[config.mk]
export PLATFORM = sky130hd
export DESIGN_NAME = alu_arbiter
export DESIGN_NICKNAME = d
export VERILOG_FILES = /design/src/rtl/alu_arbiter.sv
export SDC_FILE = /design/constraint.sdc
export NUM_CORES = 1
export LEC_CHECK = 0
export BUFFER_PORTS_ARGS = -buffer_cell sky130_fd_sc_hd__buf_2
export CAP_MARGIN = 20
export CORE_AREA = 2 2 144 146
export CTS_BUF_LIST = sky130_fd_sc_hd__clkbuf_4
export DETAILED_ROUTE_END_ITERATION = 6
export DIE_AREA = 0 0 146 148
export PLACE_DENSITY = 0.62
export SKIP_LAST_GASP = 1
export SLEW_MARGIN = 20
export SYNTH_ARGS = -nofsm -noshare
export SYNTH_HDL_FRONTEND = slang
export SYNTH_SLANG_ARGS = --single-unit
[constraint.sdc]
create_clock -name clk -period 4.8 [get_ports clk]
set_input_delay 0.96 -clock clk [delete_from_list [all_inputs] [get_ports clk]]
set_output_delay 0.96 -clock clk [all_outputs]
set_load 0.03 [all_outputs]
[src/rtl/alu_arbiter.sv]
// alu_arbiter: shares one iterative ALU between the PC-increment requester (0) and the execute requester (1).
// Latency: 3 + B cycles from IDLE sampling a request to its done pulse (B = RUN cycles with alu_busy high).
// Backpressure: requesters hold req and operands until done; a waiting requester simply stays pending in IDLE.
// Optional macro ALU_ARBITER_ROUND_ROBIN_EN: alternate grants on simultaneous requests (default: req0 wins).
module alu_arbiter (
  input  logic        clk,
  input  logic        rst,
  input  logic        req0,
  input  logic        req1,
  input  logic [31:0] w1_0,
  input  logic [31:0] w1_1,
  input  logic [31:0] w2_0,
  input  logic [31:0] w2_1,
  input  logic [31:0] preinit_0,
  input  logic [31:0] preinit_1,
  input  logic [2:0]  nibbles_0,
  input  logic [2:0]  nibbles_1,
  input  logic        signed_0,
  input  logic        signed_1,
  output logic        done0,
  output logic        done1,
  output logic [31:0] result,
  output logic [1:0]  grant,
  output logic        alu_perm_to_count,
  output logic [31:0] alu_w1,
  output logic [31:0] alu_w2,
  output logic [31:0] alu_preinit_result,
  output logic [2:0]  alu_loop_nibbles_number,
  output logic        alu_word2_is_negative,
  input  logic        alu_busy,
  input  logic [31:0] alu_result
);

  typedef enum logic [1:0] {S_IDLE, S_LAUNCH, S_RUN, S_RESP} state_t;

  state_t      r_state;
  state_t      w_next;
  logic [31:0] r_w1;
  logic [31:0] r_w2;
  logic [31:0] r_pre;
  logic [2:0]  r_nib;
  logic        r_sgn;
  logic [1:0]  r_grant;
  logic [31:0] r_result;
  logic        w_sel1;
  logic        w_any_req;
  logic        w_active;

  assign w_any_req = req0 | req1;

`ifdef ALU_ARBITER_ROUND_ROBIN_EN
  // 1 means requester 1 is favoured on the next tie
  logic r_rr_ptr;

  // Favour whoever was not served last; updated once the operation completes
  always_ff @(posedge clk) begin
    if (rst)
      r_rr_ptr <= 1'b0;
    else if (r_state == S_RESP)
      r_rr_ptr <= r_grant[0];
  end

  assign w_sel1 = req1 & (~req0 | r_rr_ptr);
`else
  assign w_sel1 = req1 & ~req0;
`endif

  // State register
  always_ff @(posedge clk) begin
    if (rst)
      r_state <= S_IDLE;
    else
      r_state <= w_next;
  end

  // Next-state logic; RUN always lasts at least one cycle because LAUNCH never skips it
  always_comb begin
    w_next = r_state;
    case (r_state)
      S_IDLE:   if (w_any_req) w_next = S_LAUNCH;
      S_LAUNCH: w_next = S_RUN;
      S_RUN:    if (!alu_busy) w_next = S_RESP;
      S_RESP:   w_next = S_IDLE;
      default:  w_next = S_IDLE;
    endcase
  end

  // Operand latch, grant and result capture; operands are only sampled in IDLE
  always_ff @(posedge clk) begin
    if (rst) begin
      r_w1     <= '0;
      r_w2     <= '0;
      r_pre    <= '0;
      r_nib    <= '0;
      r_sgn    <= 1'b0;
      r_grant  <= 2'b00;
      r_result <= '0;
    end else begin
      case (r_state)
        S_IDLE: begin
          if (w_any_req) begin
            r_w1    <= w_sel1 ? w1_1      : w1_0;
            r_w2    <= w_sel1 ? w2_1      : w2_0;
            r_pre   <= w_sel1 ? preinit_1 : preinit_0;
            r_nib   <= w_sel1 ? nibbles_1 : nibbles_0;
            r_sgn   <= w_sel1 ? signed_1  : signed_0;
            r_grant <= w_sel1 ? 2'b10     : 2'b01;
          end
        end
        S_RUN:    if (!alu_busy) r_result <= alu_result;
        S_RESP:   r_grant <= 2'b00;
        default:  ;
      endcase
    end
  end

  // ALU-facing outputs only carry the latched operation while it is in flight
  always_comb begin
    w_active                = (r_state == S_LAUNCH) || (r_state == S_RUN);
    alu_perm_to_count       = (r_state == S_LAUNCH);
    alu_w1                  = w_active ? r_w1  : 32'd0;
    alu_w2                  = w_active ? r_w2  : 32'd0;
    alu_preinit_result      = w_active ? r_pre : 32'd0;
    alu_loop_nibbles_number = w_active ? r_nib : 3'd0;
    // Sign bit is the top bit of the most significant processed nibble
    alu_word2_is_negative   = w_active & r_sgn & r_w2[{r_nib, 2'b11}];
    done0                   = (r_state == S_RESP) & r_grant[0];
    done1                   = (r_state == S_RESP) & r_grant[1];
    grant                   = r_grant;
    result                  = r_result;
  end

endmodule
==> key figures, run 1 <==
Placement
  – HPWL after detailed placement: 14.5 mm
  – Quantity of I/O buffers inserted on ports: 373
  – Gpl congestion: 0.789
  – Pre-CTS setup slack: 1.82 ns

Timing
  – Max Slew Vio Count: 0
  – Setup tns final: 0 ns
  – Fmax: 0.281 GHz
  – Worst rel slew slack: 0.368
  – Final setup violation count: 0
  – Final cycle utilization of the critical path: 0.740
  – Min cycle time layout: 3.55 ns
  – Hold Violations, Final: 0
  – Final Skew: 0.0156 ns
  – Fin worst setup slack: 1.25 ns
  – RSZ-0062 raised after global routing: false
  – Tightest Pin Transition: 0.948 ns

Clock tree
  – CTS tree: yes
  – # H-tree levels: 4
  – Post-CTS Hold Fix Bufs: 0
  – Root buf cell: clkbuf_4
  – Setup repair bufs after CTS: 0
  – CTS Sinks: 136
  – Clock buffer count from CTS: 17
  – CTS clk-pin slew, worst paths: 0.14 ns
  – Clock buffer depth: 2
  – Clk_lat worst skew: 0.55 ns
  – Post-CTS resize count: 0

Layout
  – Fin nets: 1,308
  – P&R area growth vs syn: 33.4%
  – Fillers: 2,062
  – Layout cells sized above 1: 0.389
  – FF+latch area: 2720 um^2
  – Multi-input combinational cell area: 3430 um^2

Run
  – Max Cap Viol: 0

Global routing
  – Initial antenna violation count: 1
  – Global-route wire length before repair: 30.3 mm
  – Total grt overflow: 0
  – GRT Total Usage: 0.177
  – Vias in the first global route: 5,830
  – Largest net degree at the start of global routing: 89

Setup path
  – Endpoint class of the critical path: output port
  – Critical path peak fanout: 40
  – Critical path arrival: 2.59 ns
  – WP data required: 3.84 ns
  – Worst Setup Path Type: flop to output port
  – CP startpoint kind: flop

Detailed routing
  – Final WL: 19.6 mm
  – Vias/cell: 4.57
  – ANT nets after route: 0
  – Vias: 6,165
  – 1st-pass router iterations: 4
  – First DRT Iteration DRCs: 212
  – Routed WL per cell: 14.5 um
  – DRC errors left: 0

Synthesis
  – Seq cells post-synth: 136
  – Synth async-reset ratio: 0
  – Post-synthesis sequential area ratio: 0.414
  – Ys Warns: 0
  – Synth area leader: dfxtp_1
  – Synth top cells by count: dfxtp_1, and2_1, nor2_1, mux2i_1, a211oi_1
  – Yosys cell types: 26
  – Post-synth top area share: 0.414
  – Post-Synthesis Cell Area: 6580 um^2
  – Most frequent cell after synthesis: dfxtp_1
  – Syn avg cell area: 8.97 um^2
  – Mapped Cells: 733
  – Syn nets: 975
  – Ys flop type: dfxtp_1
  – Post-synth EDFFs: 0
  – Top post-synthesis cells by area: dfxtp_1, mux2i_1, a211oi_1

Floorplanning
  – IO Pins: 374
  – Die Height: 148 um
  – Initial Util: 0.328
  – Die area: 21,600 um^2
  – Die Wd: 146 um
  – CORE AREA: 20,000 um^2
  – Std cell rows: 52

Power
  – Leak pwr: 4.59 nW
  – Power Density: 554 nW/um^2
  – Peak supply drop: 0.000217 V

Min path
  – Worst Hold Class: flop to flop

Run status
  – Outcome: finished, final reports clean
[sequential cells by signal, indices dropped and copies added, names as in the netlist]
register  flops
grant         2
r_nib         3
r_pre        32
r_sgn         1
r_state       2
r_w1         32
r_w2         32
result       32
[cell type report]
class / instances / share of cell area
timing repair buffer: 380 / 0.223
clock buffer: 17 / 0.0145
sequential: 136 / 0.310
inverter: 3 / 0.00128
antenna: 1 / 0.000285
multi-input combinational: 528 / 0.391
clock inverter: 15 / 0.0207
tap: 270 / 0.0385
[per-stage QoR]
stage | utilization | instance area (um^2) | hold WS [ns] | cells | power, mW
2_1_floorplan | - | 6580 | 0.474 | 733 | 3.42
3_3_place_gp | 0.422 | 8450 | 0.439 | 1317 | 4.10
3_5_place_dp | 0.422 | 8460 | 0.443 | 1317 | 4.13
4_1_cts | 0.438 | 8770 | 0.462 | 1349 | 4.94
5_1_grt | 0.438 | 8770 | 0.479 | 1350 | 5.24
6_report | 0.438 | 8770 | 0.460 | 1350 | 4.86
[cell usage in the layout (no fill, tap or decap), types with 2 or more instances in the layout]
cell / count
nand2_1: 65
mux2i_1: 101
nor2_1: 102
dfxtp_1: 136
and2_1: 102
a211oi_1: 100
buf_2: 372
clkinv_8: 3
o21ai_0: 3
buf_4: 5
inv_6: 4
a21oi_1: 35
inv_1: 3
ha_1: 4
nor3_1: 2
inv_8: 3
clkbuf_4: 17
buf_12: 3
clkinv_4: 3
[layer usage]
metal / vias up / wire length (um) / global-route usage
met5: - / 0 / 0
met4: 0 / 483 / 0.0680
met3: 32 / 1100 / 0.0451
met2: 219 / 9510 / 0.302
met1: 2716 / 8540 / 0.214
li1: 3198 / - / -
[worst max-delay path, stage by stage (launching register included)]
cell and delay [ns]:
dfxtp_1 0.40, inv_1 0.10, ha_2 0.74, o311ai_0 0.24, a311oi_1 0.30, buf_2 0.25
[worst paths after layout]
check / depth (start not counted) / slack [ns] / from / to
min reg2reg: 2 / 0.46 / result[31] / result[31]
min: 2 / 0.46 / result[31] / result[31]
max: 5 / 1.25 / r_state[1] / alu_word2_is_negative
max reg2reg: 6 / 2.43 / r_state[0] / r_w2[9]
[report_power, final]
part / switching (mW) / total, mW / internal [mW]
registers: 0.206 / 1.71 / 1.50
clock network: 0.510 / 0.798 / 0.288
logic: 1.56 / 2.35 / 0.794
[logic make-up (layout without fill, tap and decap cells)]
group                    Yosys count  in the layout  share of synthesized area
other                              0              1                          0
adder cells (fa/ha/maj)            5              5                    0.00951
buffers and inverters             69            415                     0.0681
AND/OR/NAND/NOR                  278            278                      0.201
flip-flops                       136            136                      0.414
AO/OA/AOI/OAI                    142            142                      0.148
multiplexers                     103            103                      0.159
Power figures use the tool's default switching activity.
==> run 2, diff against run 1 <==
Settings changed: PLACE_DENSITY 0.62 to 0.64.
Clock period 4.8 ns to 3.08 ns, I/O delays scaled along.
==> key figures, run 2 (synthesis gave the netlist of run 1 again) <==
Clock tree
  – CTS Sinks: 136 (unchanged)
  – CTS tree: yes (unchanged)
  – Root buf cell: clkbuf_4 (unchanged)
  – CTS clk-pin slew, worst paths: 0.15 ns (was 0.14 ns)
  – Clock buffer depth: 2 (unchanged)
  – Post-CTS Hold Fix Bufs: 0 (unchanged)
  – Clock buffer count from CTS: 17 (unchanged)
  – Clk_lat worst skew: 0.51 ns (was 0.55 ns)
  – Post-CTS resize count: 1 (was 0)
  – Setup repair bufs after CTS: 0 (unchanged)
  – # H-tree levels: 4 (unchanged)

Global routing
  – GRT Total Usage: 0.172 (was 0.177)
  – Initial antenna violation count: 1 (unchanged)
  – Vias in the first global route: 5,713 (was 5,830)
  – Largest net degree at the start of global routing: 145 (was 89)
  – Global-route wire length before repair: 29.7 mm (was 30.3 mm)
  – Total grt overflow: 0 (unchanged)

Detailed routing
  – First DRT Iteration DRCs: 226 (was 212)
  – Routed WL per cell: 14.3 um (was 14.5 um)
  – Met2 Wirelength: 9.75 mm (was 9.51 mm)
  – Final WL: 19.3 mm (was 19.6 mm)
  – DRC errors left: 0 (unchanged)
  – 1st-pass router iterations: 5 (was 4)
  – Top sig layer: met4 (unchanged)
  – Vias/cell: 4.54 (was 4.57)
  – Vias: 6,152 (was 6,165)
  – M1 WL: 8.20 mm (was 8.54 mm)
  – Detail Route met3 WL: 1.02 mm (was 1.10 mm)
  – ANT nets after route: 0 (unchanged)

Layout
  – P&R area growth vs syn: 34.0% (was 33.4%)
  – Multi-input combinational cell area: 3430 um^2 (about the same)
  – Most frequent cells in the layout: buf_2, dfxtp_1, and2_1, nor2_1, mux2i_1 (unchanged)
  – Layout cells sized above 1: 0.391 (was 0.389)
  – Most common cell after layout, fill and taps aside: buf_2 (unchanged)
  – Fillers: 2,067 (was 2,062)
  – FF+latch area: 2720 um^2 (unchanged)
  – Fin nets: 1,313 (was 1,308)
  – Final Util: 0.440 (was 0.438)

Setup path
  – WP data required: 2.46 ns (was 3.84 ns)
  – WP buf/inv: 2 (unchanged)
  – Critical path arrival: 2.18 ns (was 2.59 ns)
  – Endpoint class of the critical path: output port (unchanged)
  – Crit path cell chain: inv_1 -> ha_4 -> o311ai_0 -> a311oi_1 -> buf_2 (was inv_1 -> ha_2 -> o311ai_0 -> a311oi_1 -> buf_2)
  – Worst Setup Path Type: flop to output port (unchanged)
  – Worst path top cell family by delay: compound AO/OA/AOI/OAI gates (was adder cells)
  – Critical path peak fanout: 21 (was 40)
  – CP max stage cell: dfxtp_1 (was ha_2)
  – CP max stage delay: 0.40 ns (was 0.74 ns)
  – CP startpoint kind: flop (unchanged)

Timing
  – Worst rel slew slack: 0.560 (was 0.368)
  – Hold Violations, Final: 0 (unchanged)
  – Setup tns final: 0 ns (unchanged)
  – Final Skew: 0.0190 ns (was 0.0156 ns)
  – Final cycle utilization of the critical path: 0.907
  – Max Slew Vio Count: 0 (unchanged)
  – Tightest Pin Transition: 0.661 ns (was 0.948 ns)
  – RSZ-0062 raised after global routing: false (unchanged)
  – Min cycle time layout: 2.79 ns
  – Fmax: 0.358 GHz
  – Final setup violation count: 0 (unchanged)

Power
  – Peak supply drop: 0.000549 V (was 0.000217 V)
  – Power Density: 856 nW/um^2 (was 554 nW/um^2)
  – Leak pwr: 4.60 nW (was 4.59 nW)

Placement
  – Gpl congestion: 0.755 (was 0.789)
  – Quantity of I/O buffers inserted on ports: 373 (unchanged)
  – HPWL after detailed placement: 14.4 mm (was 14.5 mm)

Run
  – Max Cap Viol: 0 (unchanged)

Floorplanning
  – Die Wd: 146 um (unchanged)
  – Initial Util: 0.328 (unchanged)
  – Std cell rows: 52 (unchanged)
  – Die Height: 148 um (unchanged)
  – CORE AREA: 20,000 um^2 (unchanged)
  – IO Pins: 374 (unchanged)
  – Die area: 21,600 um^2 (unchanged)

Run status
  – Outcome: finished, final reports clean (unchanged)

Min path
  – Worst Hold Class: primary input to flop (was flop to flop)
run 2: cell count changes in the layout (fill, tap and decap cells not counted), moves of 2 or more:
cell / delta
buf_12: +2
clkinv_8: -3
clkinv_4: -3
buf_4: +3
inv_6: +3
clkinvlp_4: +2
run 2: report_power, final:
part | leakage [nW] | switching [mW] | internal [mW]
clock | 0.147 | 0.750 | 0.433
sequential | 1.12 | 0.329 | 2.34
combinational | 3.34 | 2.41 | 1.27
total | 4.60 | 3.49 | 4.05
run 2: stage by stage:
stage	cell area [um^2]	setup WS [ns]	power (mW)	cells	hold WS (ns)
2_1_floorplan	6580	0.582	5.33	733	0.474
3_3_place_gp	8520	0.723	6.38	1322	0.438
3_5_place_dp	8520	0.624	6.44	1322	0.443
4_1_cts	8810	0.153	7.67	1354	0.237
5_1_grt	8810	0.0254	8.13	1355	0.210
6_report	8810	0.287	7.54	1355	0.303
run 2: layout make-up:
type | count | area share
clock inverter | 15 | 0.0173
timing repair buffer | 385 | 0.230
inverter | 3 | 0.00128
sequential | 136 | 0.309
multi-input combinational | 528 | 0.390
antenna | 1 | 0.000284
clock buffer | 17 | 0.0145
tap | 270 | 0.0383
run 2: layer usage:
layer	vias to the layer above	GRT usage
met2	191	0.305
met1	2718	0.206
met4	0	0.0515
li1	3219	-
met5	-	0
met3	24	0.0438
run 2: worst paths after layout:
path | start | to | slack, ns | cells after the start
max | r_state[1] | alu_word2_is_negative | 0.29 | 5
min reg2reg | result[15] | result[15] | 0.46 | 2
min | alu_result[15] | result[15] | 0.30 | 3
max reg2reg | r_state[0] | r_pre[15] | 1.32 | 6
run 2: worst min-delay path, cell delays in order:
cell and delay (ns):
buf_2 0.09, nand2_1 0.04, a21oi_1 0.05
